--- src/rtl/uart_pkg.sv ---
// Shared definitions for the console UART blocks.
//   uart_state_t         transmitter FSM states
//   UART_IDLE/UART_START line levels for the idle/stop and start conditions
//   DEFAULT_CLKS_PER_BIT 12 MHz / 115200 baud
package uart_pkg;

    typedef enum logic [2:0] {
        IDLE,
        FETCH,
        START,
        DATA,
        STOP
    } uart_state_t;

    localparam logic UART_IDLE  = 1'b1;
    localparam logic UART_START = 1'b0;

    localparam int DEFAULT_CLKS_PER_BIT = 104;

endpackage

--- src/rtl/uart_baud_gen.sv ---
// Bit-period timer shared by the UART transmitter and receiver.
//   clk      system clock
//   rst      asynchronous, active-high reset
//   restart  hold the counter at 0; the first bit period starts when released
//   bit_done one-cycle pulse on the last cycle of every bit period
module uart_baud_gen
    import uart_pkg::*;
#(
    parameter int CLKS_PER_BIT = DEFAULT_CLKS_PER_BIT
) (
    input  logic clk,
    input  logic rst,
    input  logic restart,
    output logic bit_done
);

    localparam int CW = (CLKS_PER_BIT > 1) ? $clog2(CLKS_PER_BIT) : 1;
    localparam logic [CW-1:0] LAST = CW'(CLKS_PER_BIT - 1);

    logic [CW-1:0] count;

    // NOTE: sequential state uses non-blocking (<=) so every flop samples
    // the values from before the edge, independent of statement order.
    always_ff @(posedge clk or posedge rst) begin
        if (rst) begin
            count <= '0;
        end else if (restart || count == LAST) begin
            count <= '0;
        end else begin
            count <= count + 1'b1;
        end
    end

    assign bit_done = (count == LAST) && !restart;

endmodule

--- src/rtl/uart_tx_drain.sv ---
// 8N1 UART transmitter that drains the console FIFO onto the serial line.
//   clk        system clock
//   rst        asynchronous, active-high reset
//   tx_en      permit starting a new frame (looked at only in IDLE)
//   fifo_empty FIFO empty flag
//   fifo_data  FIFO registered data_out, valid one cycle after empty falls
//   fifo_rd    FIFO advance_read_ptr, one-cycle pulse per consumed byte
//   tx         serial line, idle high, registered
//   busy       high from FETCH through the end of STOP
module uart_tx_drain
    import uart_pkg::*;
#(
    parameter int CLKS_PER_BIT = DEFAULT_CLKS_PER_BIT,
    parameter int DATA_BITS    = 8
) (
    input  logic                 clk,
    input  logic                 rst,
    input  logic                 tx_en,
    input  logic                 fifo_empty,
    input  logic [DATA_BITS-1:0] fifo_data,
    output logic                 fifo_rd,
    output logic                 tx,
    output logic                 busy
);

    localparam int IW = (DATA_BITS > 1) ? $clog2(DATA_BITS) : 1;
    localparam logic [IW-1:0] LAST_BIT = IW'(DATA_BITS - 1);

    uart_state_t          state;
    logic [DATA_BITS-1:0] shift_reg;
    logic [IW-1:0]        bit_idx;
    logic                 bit_done;
    logic                 baud_restart;

    // Holding the timer in IDLE and FETCH means it is at 0 on the first
    // cycle of START, so the start bit is exactly one full bit period.
    assign baud_restart = (state == IDLE) || (state == FETCH);

    uart_baud_gen #(
        .CLKS_PER_BIT(CLKS_PER_BIT)
    ) u_baud_gen (
        .clk     (clk),
        .rst     (rst),
        .restart (baud_restart),
        .bit_done(bit_done)
    );

    always_ff @(posedge clk or posedge rst) begin
        if (rst) begin
            state     <= IDLE;
            tx        <= UART_IDLE;
            fifo_rd   <= 1'b0;
            busy      <= 1'b0;
            shift_reg <= '0;
            bit_idx   <= '0;
        end else begin
            // Read strobe defaults low; only the IDLE->FETCH transition raises
            // it, which makes it a single-cycle pulse aligned with FETCH.
            fifo_rd <= 1'b0;
            case (state)
                IDLE: begin
                    tx   <= UART_IDLE;
                    busy <= 1'b0;
                    if (tx_en && !fifo_empty) begin
                        state   <= FETCH;
                        fifo_rd <= 1'b1;
                        busy    <= 1'b1;
                    end
                end
                FETCH: begin
                    // data_out is valid now, one cycle after empty fell.
                    shift_reg <= fifo_data;
                    tx        <= UART_START;
                    state     <= START;
                end
                START: begin
                    if (bit_done) begin
                        tx      <= shift_reg[0];
                        bit_idx <= '0;
                        state   <= DATA;
                    end
                end
                DATA: begin
                    if (bit_done) begin
                        shift_reg <= shift_reg >> 1;
                        if (bit_idx == LAST_BIT) begin
                            tx    <= UART_IDLE;
                            state <= STOP;
                        end else begin
                            // Next bit is shift_reg[1] before this shift lands.
                            tx      <= shift_reg[1];
                            bit_idx <= bit_idx + 1'b1;
                        end
                    end
                end
                STOP: begin
                    if (bit_done) begin
                        busy  <= 1'b0;
                        state <= IDLE;
                    end
                end
                default: begin
                    state <= IDLE;
                end
            endcase
        end
    end

endmodule

--- config.mk ---
export PLATFORM = sky130hd
export DESIGN_NAME = uart_tx_drain
export DESIGN_NICKNAME = d
export VERILOG_FILES = /design/src/rtl/uart_pkg.sv /design/src/rtl/uart_baud_gen.sv /design/src/rtl/uart_tx_drain.sv
export SDC_FILE = /design/constraint.sdc
export NUM_CORES = 1
export LEC_CHECK = 0
export CORE_ASPECT_RATIO = 1.2
export CORE_MARGIN = 8
export CORE_UTILIZATION = 25
export DETAILED_ROUTE_END_ITERATION = 6
export PLACE_DENSITY = 0.47
export SLEW_MARGIN = 20
export SYNTH_ARGS = -nofsm -noshare
export SYNTH_HDL_FRONTEND = slang
export SYNTH_HIERARCHICAL = 1
export SYNTH_SLANG_ARGS = --single-unit
export TNS_END_PERCENT = 1
--- constraint.sdc ---
create_clock -name clk -period 2.1 [get_ports clk]
set_clock_uncertainty 0.15 [all_clocks]
set_input_delay 0.42 -clock clk [delete_from_list [all_inputs] [get_ports clk]]
set_output_delay 0.42 -clock clk [all_outputs]
set_load 0.01 [all_outputs]
After elaboration in Yosys (flattened, before gate mapping)
Cells that the tools add are included.
- bits in registers: 24
- bits of input ports: 12
- word-level logic and storage cells: 57
- add/subtract/negate cells: 2
- equal/unequal tests: 12
- multiplexer cells: 20
- reductions and logical operators: 16
- operators with widths (cell ; count):
    2-to-1 mux 3 bit ; 7
    one-hot mux 8 bit (2 select lines) ; 1
    one-hot mux 3 bit (5 select lines) ; 1
    inequality test 2 bit (second input constant) ; 5
    2-to-1 mux 8 bit ; 1
    adder 7 x 1 -> 7 bit (second input constant) ; 1
    equality test 7 bit (second input constant) ; 1
    2-to-1 mux 7 bit ; 1
    equality test 3 x 2 -> 1 bit (second input constant) ; 2
    equality test 3 bit (second input constant) ; 2
    2-to-1 mux 1 bit ; 6
    one-hot mux 3 bit (2 select lines) ; 1
    nonzero test 2 bit ; 3
    AND reduction 5 bit ; 1
    one-hot mux 1 bit (4 select lines) ; 1
    AND reduction 2 bit ; 2
    AND reduction 4 bit ; 1
    nonzero test 4 bit ; 1
    adder 3 x 1 -> 3 bit (second input constant) ; 1
    equality test 3 x 1 -> 1 bit (second input constant) ; 1
    zero test 3 bit ; 1
    AND reduction 3 bit ; 1
    logical AND 1 bit ; 2
    zero test 1 bit ; 2
    other kinds (3) ; 4

Depth between registers and ports, before layout
Gate-level depths: netlist of the first run.
- depth after elaboration: 6
- mapped depth: 9
- gate-level depth less buffers: 6

Cells and area by module
Netlist of the first run, hierarchy kept.
- by module, submodules not included (module ; times used ; cells each ; area an instance (um^2) ; seq. area each (um^2)):
    uart_tx_drain ; 1 ; 82 ; 859.6 ; 426.7
    uart_baud_gen ; 1 ; 33 ; 336.6 ; 175.2

Least setup slack after synthesis of the first run
OpenSTA, ideal clock, no wires.
- path type: register to register
- start point: register state[1]
- end point: register bit_idx[0]
- arrival time: 1.882 ns
- required time: 1.825 ns
- setup slack: -0.057 ns
- cell stages (with the launch flop): 8
- path buffers: 2
- cell sequence: dfrtp_1 buf_2 buf_2 nor2_1 nor3_1 nand2_1 a211oi_2 mux2_2
- cells in the longest elaborated chain, start to end: 6
- elaborated cells between the ends (all ways): 13
- classes of those cells: eq/ne: 6; mux: 1; reduce/logical: 6
- ends and longest elaborated chain (item ; RTL line ; source):
    from (decl) ; uart_tx_drain.sv:29 ; uart_state_t state;
    from (signal assigned) ; uart_tx_drain.sv:50 ; state <= IDLE;
    from (signal assigned) ; uart_tx_drain.sv:65 ; state <= FETCH;
    from (signal assigned) ; uart_tx_drain.sv:74 ; state <= START;
    equality test 3 x 1 -> 1 bit / zero test 3 bit (equally long branches) ; uart_tx_drain.sv:37 ; assign baud_restart = (state == IDLE) || (state == FETCH);
    logical OR 1 bit (*) ; uart_tx_drain.sv:37 ;
    named net baud_restart ; uart_tx_drain.sv:33 ; logic baud_restart;
    zero test 1 bit (*) ; uart_baud_gen.sv:34 ; assign bit_done = (count == LAST) && !restart;
    logical AND 1 bit (*) ; uart_baud_gen.sv:34 ;
    named net bit_done ; uart_tx_drain.sv:32 ; logic bit_done;
    inequality test 2 bit (no source line) ; - ;
    AND reduction 4 bit (no source line) (*) ; - ;
    to (signal assigned) ; uart_tx_drain.sv:92 ; bit_idx <= bit_idx + 1'b1;
    to (decl) ; uart_tx_drain.sv:31 ; logic [IW-1:0] bit_idx;
The timed path passes the listed nets; every way through them passes the cells marked *.
A chain may end at the register's enable or synchronous reset.

Worst setup path in the final report of the first run
- start point: register u_baud_gen.count[3]
- end point: register bit_idx[0]
- cells in the longest elaborated chain, start to end: 4
- elaborated cells between the ends (all ways): 5
- classes of those cells: eq/ne: 3; reduce/logical: 2
- ends and longest elaborated chain (item ; RTL line ; source):
    from (decl) ; uart_baud_gen.sv:20 ; logic [CW-1:0] count;
    from (signal assigned) ; uart_baud_gen.sv:30 ; count <= count + 1'b1;
    equality test 7 bit (*) ; uart_baud_gen.sv:34 ;
    logical AND 1 bit (*) ; uart_baud_gen.sv:34 ;
    named net bit_done ; uart_tx_drain.sv:32 ;
    inequality test 2 bit (no source line) ; - ;
    AND reduction 4 bit (no source line) (*) ; - ;
Marks and branches as above.

==> reports/metrics.csv, run 1 <==
metric,value,unit
fp.dieArea,7260,um2
numCtsBuffers,3,
synth_compound_area_frac,0.128,
antenna_found_initial,0,
drive_gt1_frac,0.169,
cts_tree,built,
grt_pass1_wl,4.18,mm
synth_xor_area_frac,0.0220,
synthToLayoutAreaGrowth,27.6,%
rsz0062_at_grt,no,
dp_hpwl,1.85,mm
die_h,91.8,um
synth-simple-area-share,0.174,
postLayoutCoreUtil,0.332,
cp_data_required_time,2.10,ns
synthAdderAreaFrac,0.0314,
grt_use_total,0.0692,
ir_drop,0.655,mV
fp-row-count,27,
gp_congestion,0.732,
clockBufferDepth,2,
finalCriticalPeriod,2.00,ns
hold_path_class,in2async,
crit_type,reg2reg,
finalHoldViolCount,0,
slew_violations,0,
die_width,79.1,um
r2r-start,u_baud_gen/count[3]$_DFF_PP0_,
cp-start-kind,register,
wl,2.46,mm
synth.mux.area_fraction,0.0962,
p_leak,0.711,nW
clk_pin_slew,0.08,ns
ios,15,
antennaDiodeCount,0,
total_power,1.56,mW
yosysWarnings,6,
synth.distinct_cells,36,
crit_fanout,3,
cts_root_buf,clkbuf_8,
tns,0,ns
vias,874,
worst_setup_path_end_kind,register,
grt_pass1_vias,913,
synth.avg_cell_area,10.4,um2
max_cap_violations,0,
outcome,"complete, no violations",
syn_area,1200,um2
fin_nets,152,
r2r_cells,5,
first_iter_violations,63,
cp_data_arrival_time,2.00,ns
yosysSeqAreaShare,0.503,
slew_headroom,0.697,
setup_viol,0,
fin_crit_sh,0.951,
dr.pass1.iters,4,
cts_sinks,24,
largest_register_ffs,8,
netlist_instances,115,
core-area,4590,um2
crit_path_start,u_baud_gen/count[3]$_DFF_PP0_,
tightest_slew,0.454,ns
antenna_left,0,
start_util,0.260,
grt_max_degree,18,
syn_nets,130,
htree_num_levels,1,
synth_top_family_by_area,simple AND/OR/NAND/NOR gates,
viasPerCell,4.51,
powerDensity,1020,nW/um2
gr-total-overflow,0,
portBuffers,14,
yosys_register_bits,24,
wl_per_cell,12.7,um
drc,0,
fmax,0.501,GHz
clk_latency,0.26,ns
nFillCells,480,
-- worst max-delay path, stage by stage, from the launching register on --
cell and delay, ns:
dfrtp_1 0.38, or3b_1 0.43, nor3_2 0.22, nand2_1 0.12
a211oi_4 0.23, mux2_2 0.37
-- cell usage after synthesis --
library cell	n	area, um2
a21oi_1	16	80.1
xnor2_1	1	8.76
mux2_1	1	11.3
mux2_2	3	33.8
dfrtp_1	23	576
nor2_1	11	41.3
nand2b_1	2	12.5
nand3_2	1	10.0
nor2b_1	5	31.3
or3b_1	1	8.76
nor3_1	2	10.0
and2_1	1	6.26
nand2_1	4	15.0
nor3b_1	1	7.51
mux2i_1	7	70.1
a211oi_2	1	12.5
nand3_1	4	20.0
and3_1	2	12.5
dfstp_2	1	26.3
xor2_1	2	17.5
and4bb_1	1	12.5
buf_2	5	25.0
ha_1	3	37.5
o22ai_1	1	6.26
o21bai_2	1	11.3
o221ai_1	1	8.76
buf_6	1	11.3
or3_1	2	12.5
inv_2	1	3.75
inv_1	4	15.0
a21o_1	1	7.51
o21ai_0	1	5.00
o32ai_1	1	8.76
nand3b_1	1	7.51
o31ai_1	1	7.51
o21ai_1	1	5.00
-- power breakdown --
group	internal (mW)	total [mW]	switching [mW]
Sequential	0.603	0.712	0.110
Combinational	0.233	0.457	0.224
Clock	0.255	0.394	0.139
Total	1.09	1.56	0.473
-- metrics by stage --
| stage | hold slack (ns) | setup slack, ns | area, um2 | instances |
|---|---|---|---|---|
| 6_report | 0.270 | 0.103 | 1530 | 194 |
| 5_1_grt | 0.297 | 0.0195 | 1530 | 194 |
| 4_1_cts | 0.273 | 0.0771 | 1510 | 193 |
| 3_5_place_dp | 0.307 | 0.0899 | 1440 | 189 |
| 3_3_place_gp | 0.293 | 0.132 | 1440 | 189 |
| 2_1_floorplan | 0.0734 | 0.0327 | 1200 | 115 |
-- routing by layer --
| metal | vias up | track usage | share of wire |
|---|---|---|---|
| li1 | 441 | - | - |
| met1 | 418 | 0.0855 | 0.47 |
| met2 | 13 | 0.113 | 0.49 |
| met3 | 2 | 0.0225 | 0.041 |
| met4 | 0 | 0.0155 | 0.0037 |
| met5 | - | 0 | 0 |
-- final cells by class --
| type | instances | area (um2) | share of cell area |
|---|---|---|---|
| inverters | 5 | 18.8 | 0.0123 |
| flip-flops and latches | 24 | 602 | 0.394 |
| clock inverters | 1 | 30.0 | 0.0197 |
| well taps | 58 | 72.6 | 0.0475 |
| repair buffers | 23 | 208 | 0.136 |
| clock buffers | 3 | 41.3 | 0.0270 |
| multi-input cells | 80 | 554 | 0.363 |
-- final timing paths --
path / to / slack, ns
hold reg to reg: u_baud_gen/count[0]$_DFF_PP0_ / 0.32
max in group asynchronous: tx$_DFFE_PP1P_ / 1.20
setup / recovery: bit_idx[0]$_DFFE_PP0P_ / 0.10
hold / removal: u_baud_gen/count[2]$_DFF_PP0_ / 0.27
min in group clk: u_baud_gen/count[0]$_DFF_PP0_ / 0.32
setup reg to reg: bit_idx[0]$_DFFE_PP0P_ / 0.10
-- cells in the final DEF (no fill, tap or decap), types with 2 or more instances in the layout --
cell type and n:
clkbuf_8 3, xor2_1 2, buf_4 9, nor2b_1 5, mux2_2 3, dfrtp_1 23, nand2_1 4, or3_1 2
inv_1 4, mux2i_1 7, a21oi_1 16, clkdlybuf4s50_1 14, nand2b_1 2, nor2_1 11, nand3_1 4, and3_1 2
ha_1 2
-- cell families after synthesis --
logic type,after synthesis
xor gates and xnor gates,3
and+or+nand+nor,38
muxes,11
DFF,24
buffers and inverters,11
adders and majority gates,3
AOI/OAI and AO/OA,25
-- what timing repair did --
| item | CTS | global route |
|---|---|---|
| hold buffers | 0 | 0 |
| buffers inserted | 0 | 1 |
| resized for setup | 0 | 2 |
| endpoints found under the setup margin | 0 | 3 |
Note: power is estimated with default switching activity, not from simulation.
==> inputs of run 2 (changes only) <==
--- a/config.mk
+++ b/config.mk
@@ -9,10 +9,8 @@
 export CORE_MARGIN = 8
 export CORE_UTILIZATION = 25
 export DETAILED_ROUTE_END_ITERATION = 6
-export PLACE_DENSITY = 0.47
-export SLEW_MARGIN = 20
+export PLACE_DENSITY = 0.46
 export SYNTH_ARGS = -nofsm -noshare
 export SYNTH_HDL_FRONTEND = slang
-export SYNTH_HIERARCHICAL = 1
 export SYNTH_SLANG_ARGS = --single-unit
 export TNS_END_PERCENT = 1
==> constraint.sdc (replaced) <==
create_clock -name clk -period 1.8 [get_ports clk]
set_clock_uncertainty 0.15 [all_clocks]
set_input_delay 0.36 -clock clk [delete_from_list [all_inputs] [get_ports clk]]
set_output_delay 0.36 -clock clk [all_outputs]
set_load 0.01 [all_outputs]
==> reports/metrics.csv, run 2 <==
metric,value,unit
fin_crit_sh,0.966,
synthToLayoutAreaGrowth,34.2,%
netlist_instances,132,
powerDensity,1220,nW/um2
p_leak,0.735,nW
max_cap_violations,0,
synth_compound_area_frac,0.162,
synth_xor_area_frac,0.0273,
drc,0,
cp_slowest_cell,dfrtp_1,
htree_num_levels,1,
yosysSeqAreaShare,0.470,
rr_endpoint,tx$_DFFE_PP1P_,
ios,15,
crit_type,reg2reg,
setup_viol,0,
crit_fanout,5,
antennaDiodeCount,0,
yosys.area.top_type,dfrtp_1,
r2r-start,u_baud_gen.count[1]$_DFF_PP0_,
cp-start-kind,register,
worst_setup_path_end_kind,register,
dp_hpwl,2.30,mm
gr-total-overflow,0,
fmax,0.575,GHz
grt_pass1_wl,5.42,mm
fp-row-count,28,
crit_buf_inv,0,
hold_buffers,0,
grt_max_degree,25,
fin_ws,0.0607,ns
die_width,81.4,um
crit_chain,"ha_4, nand3_4, or3_4, a21oi_4, mux2_1",
dr.pass1.iters,4,
finalHoldViolCount,0,
start_util,0.259,
syn_area,1280,um2
numCtsBuffers,3,
synth.mux.area_fraction,0.00879,
syn_nets,147,
fin_nets,178,
first_iter_violations,48,
layout_commonest_cell,dfrtp_1,
largest_register_ffs,8,
r2r_cells,5,
cpPeakStageDelay,0.40,ns
antenna_found_initial,0,
synth_edf_count,0,
yosysWarnings,0,
gp_congestion,0.713,
synth.avg_cell_area,9.71,um2
clockBufferDepth,2,
synth_top_area_frac,0.449,
grt_pass1_vias,1155,
yosys_register_bits,24,
synth.distinct_cells,42,
slew_violations,0,
grt_use_total,0.0887,
cp_data_required_time,1.84,ns
synth_area_leaders,"dfrtp_1, nor2_1, o22ai_1",
ys.flop_type,dfrtp_1,
hold_path_class,in2async,
final_cell_mix,"dfrtp_1, buf_4, nor2_1",
crit_family,simple AND/OR/NAND/NOR gates,
wl_per_cell,13.9,um
synthAdderAreaFrac,0.0293,
cp_data_arrival_time,1.78,ns
netlist_top_cells_count,"dfrtp_1, nor2_1, o22ai_1",
cts_root_buf,clkbuf_8,
cts_tree,built,
core-area,4940,um2
synth_top_family_by_area,simple AND/OR/NAND/NOR gates,
ys_async_sr_fraction,1.00,
reg2reg_slack,0.06,ns
pre_cts_ws,-0.0403,ns
wl,3.08,mm
outcome,"complete, no violations",
portBuffers,14,
finalCriticalPeriod,1.74,ns
slew_headroom,0.783,
vias,1058,
viasPerCell,4.77,
antenna_left,0,
rsz0062_at_grt,yes,
tightest_slew,0.326,ns
clk_pin_slew,0.09,ns
synth-simple-area-share,0.257,
cts_sinks,24,
fp.dieArea,7680,um2
clk_latency,0.27,ns
ir_drop,0.401,mV
die_h,94.4,um
postLayoutCoreUtil,0.348,
yosys.cell_count.top_type,dfrtp_1,
drive_gt1_frac,0.272,
[run 2: cell types whose count changed in the layout (fill, tap and decap cells not counted), sizes merged, moves of 4 or more]
cell / before / now
buf: 9 / 19
o22ai: 1 / 8
a21oi: 16 / 9
mux2i: 7 / 0
nor2: 11 / 15
[run 2: worst max-delay path by stage]
stage	from	endpoint	slack, ns	cells after the start
2_1_floorplan	u_baud_gen.count[0]$_DFF_PP0_	tx$_DFFE_PP1P_	0.007	5
3_3_place_gp	u_baud_gen.count[0]$_DFF_PP0_	bit_idx[2]$_DFFE_PP0P_	0.01	5
3_5_place_dp	u_baud_gen.count[0]$_DFF_PP0_	bit_idx[1]$_DFFE_PP0P_	-0.04	5
4_1_cts	u_baud_gen.count[0]$_DFF_PP0_	shift_reg[4]$_DFFE_PP0P_	-0.01	6
5_1_grt	u_baud_gen.count[1]$_DFF_PP0_	shift_reg[0]$_DFFE_PP0P_	-0.01	8
6_report	u_baud_gen.count[1]$_DFF_PP0_	tx$_DFFE_PP1P_	0.06	5
[run 2: area by class of cell]
class	count	area, um2
inverter	5	18.8
timing repair buffer	33	293
sequential	24	602
multi-input combinational	96	676
clock buffer	4	55.1
fill	495	3220
tap	60	75.1
[run 2: layer usage]
layer  global-route usage  up-vias  wire, um
met5                    0        -         0
met4               0.0358        0        50
met3               0.0181        4        91
met2                0.155       10      1650
met1                0.102      519      1280
li1                     -      525         -
[run 2: stage by stage]
stage | instances | area (um2) | TNS, ns | hold slack (ns) | power, mW
floorplan | 132 | 1280 | 0 | 0.224 | 1.37
global placement | 216 | 1580 | 0 | 0.339 | 1.64
detailed placement | 216 | 1580 | -0.0948 | 0.350 | 1.67
CTS | 220 | 1640 | -0.0112 | 0.295 | 2.05
global route | 222 | 1720 | -0.0161 | 0.328 | 2.28
finish | 222 | 1720 | 0 | 0.281 | 2.10
[run 2: tightest hold or removal path, cell delays in order]
cell and delay [ns]:
clkdlybuf4s50_1 0.39, inv_1 0.05, buf_4 0.30
[run 2: cell families after synthesis]
logic type	count (synthesis)
AND/OR/NAND/NOR	58
AO/OA/AOI/OAI	30
flip-flops	24
buffers and inverters	12
XOR/XNOR	4
adder cells (fa/ha/maj)	3
multiplexers	1
[run 2: power breakdown]
group	internal [mW]	switching, mW
registers	0.709	0.138
logic	0.457	0.427
clock network	0.195	0.175
[run 2: repair_timing]
item                                    in CTS  in global routing
gates cloned                                 0                  0
pin swaps                                    1                  7
setup buffers                                0                  2
endpoints found under the setup margin       6                 18
gates resized for setup                      3                 12
==> inputs of run 3 (changes only) <==
--- a/config.mk
+++ b/config.mk
@@ -9,8 +9,10 @@
 export CORE_MARGIN = 8
 export CORE_UTILIZATION = 25
 export DETAILED_ROUTE_END_ITERATION = 6
-export PLACE_DENSITY = 0.46
+export GPL_TIMING_DRIVEN = 0
+export PLACE_DENSITY = 0.47
 export SYNTH_ARGS = -nofsm -noshare
 export SYNTH_HDL_FRONTEND = slang
+export SYNTH_HIERARCHICAL = 1
 export SYNTH_SLANG_ARGS = --single-unit
 export TNS_END_PERCENT = 1
==> reports/metrics.csv, run 3 (synthesized netlist as in run 1, its figures left out) <==
metric,value,unit
outcome,finished with violations,
violations,negative setup slack,
clockBufferDepth,2,
slew_violations,0,
cts_root_buf,clkbuf_8,
dp_hpwl,1.87,mm
crit_fanout,4,
tightest_slew,0.688,ns
antenna_found_initial,0,
die_width,79.1,um
portBuffers,14,
fin_nets,153,
fp.dieArea,7260,um2
clk_latency,0.27,ns
grt_max_degree,18,
worst_setup_path_end_kind,register,
crit_type,reg2reg,
viasPerCell,4.73,
layout_commonest_cell,dfrtp_1,
max_cap_violations,0,
gr-total-overflow,0,
cp_data_arrival_time,2.07,ns
r2r-start,u_baud_gen/count[3]$_DFF_PP0_,
p_leak,0.708,nW
hold_path_class,in2async,
postLayoutCoreUtil,0.337,
clk_pin_slew,0.09,ns
dr.pass1.iters,4,
fin_ws,-0.256,ns
total_power,1.73,mW
grt_use_total,0.0764,
cts_sinks,24,
grt_pass1_wl,4.57,mm
antenna_left,0,
synthToLayoutAreaGrowth,29.3,%
slew_headroom,0.541,
fp-row-count,27,
cp_data_required_time,1.81,ns
fin_crit_sh,1.14,
setup_viol,13,
wl_per_cell,13.3,um
grt_pass1_vias,993,
final_cell_mix,"dfrtp_1, a21oi_1, clkdlybuf4s50_1",
start_util,0.260,
drive_gt1_frac,0.219,
cp-start-kind,register,
finalHoldViolCount,0,
ios,15,
rsz0062_at_grt,yes,
cts_tree,built,
r2r_cells,5,
largest_register_ffs,8,
fmax,0.486,GHz
htree_num_levels,1,
powerDensity,1120,nW/um2
wl,2.60,mm
ir_drop,0.333,mV
numCtsBuffers,3,
die_h,91.8,um
gp_congestion,0.728,
first_iter_violations,21,
drc,0,
antennaDiodeCount,0,
finalCriticalPeriod,2.06,ns
core-area,4590,um2
rr_endpoint,bit_idx[1]$_DFFE_PP0P_,
reg2reg_slack,-0.26,ns
vias,922,
run 3: worst max-delay path by stage:
stage | slack [ns] | startpoint | cells after the start | end
2_1_floorplan | -0.16 | u_baud_gen/count[4]$_DFF_PP0_ | 6 | tx$_DFFE_PP1P_
3_3_place_gp | -0.32 | state[1]$_DFFE_PP0P_ | 7 | bit_idx[1]$_DFFE_PP0P_
3_5_place_dp | -0.34 | state[1]$_DFFE_PP0P_ | 7 | bit_idx[1]$_DFFE_PP0P_
4_1_cts | -0.25 | u_baud_gen/count[3]$_DFF_PP0_ | 5 | bit_idx[1]$_DFFE_PP0P_
5_1_grt | -0.32 | u_baud_gen/count[3]$_DFF_PP0_ | 5 | bit_idx[1]$_DFFE_PP0P_
6_report | -0.26 | u_baud_gen/count[3]$_DFF_PP0_ | 5 | bit_idx[1]$_DFFE_PP0P_
run 3: power breakdown:
part | internal [mW] | switching [mW] | total [mW]
sequential | 0.705 | 0.100 | 0.805
combinational | 0.292 | 0.294 | 0.586
clock | 0.159 | 0.179 | 0.337
total | 1.16 | 0.573 | 1.73
run 3: area by class of cell:
type                       instances  area, um2
multi-input combinational         80        581
timing repair buffer              19        176
clock buffer                       4       45.0
fill                             506       3050
tap                               58       72.6
inverter                           5       18.8
sequential                        24        603
buffer                             5       50.0
run 3: critical path, cell delays in order, from the launching register on:
cell and delay [ns]:
dfrtp_2 0.42, or3b_4 0.40, nor3_4 0.26, nand2_2 0.11, a211oi_4 0.24, mux2_2 0.37
run 3: layer usage:
layer | GRT usage | wire length [um] | up-vias
met4 | 0.0310 | 44 | 0
met3 | 0.0176 | 81 | 5
met1 | 0.0897 | 1190 | 456
met2 | 0.130 | 1290 | 17
li1 | - | - | 444
met5 | 0 | 0 | -
run 3: repair_timing:
item	4_1_cts	5_1_grt
pin swaps	2	2
resized for setup	9	4
endpoints found under the setup margin	15	14
hold buffers	0	0
buffers inserted	4	1
run 3: stage by stage:
stage,hold slack (ns),area [um2],TNS (ns),setup WS [ns],std cells
CTS,0.216,1530,-2.20,-0.250,195
detailed placement,0.305,1430,-3.57,-0.338,187
floorplan,0.0134,1220,-1.20,-0.162,115
global placement,0.301,1430,-3.56,-0.323,187
global route,0.247,1550,-2.97,-0.318,195
finish,0.206,1550,-1.93,-0.256,195
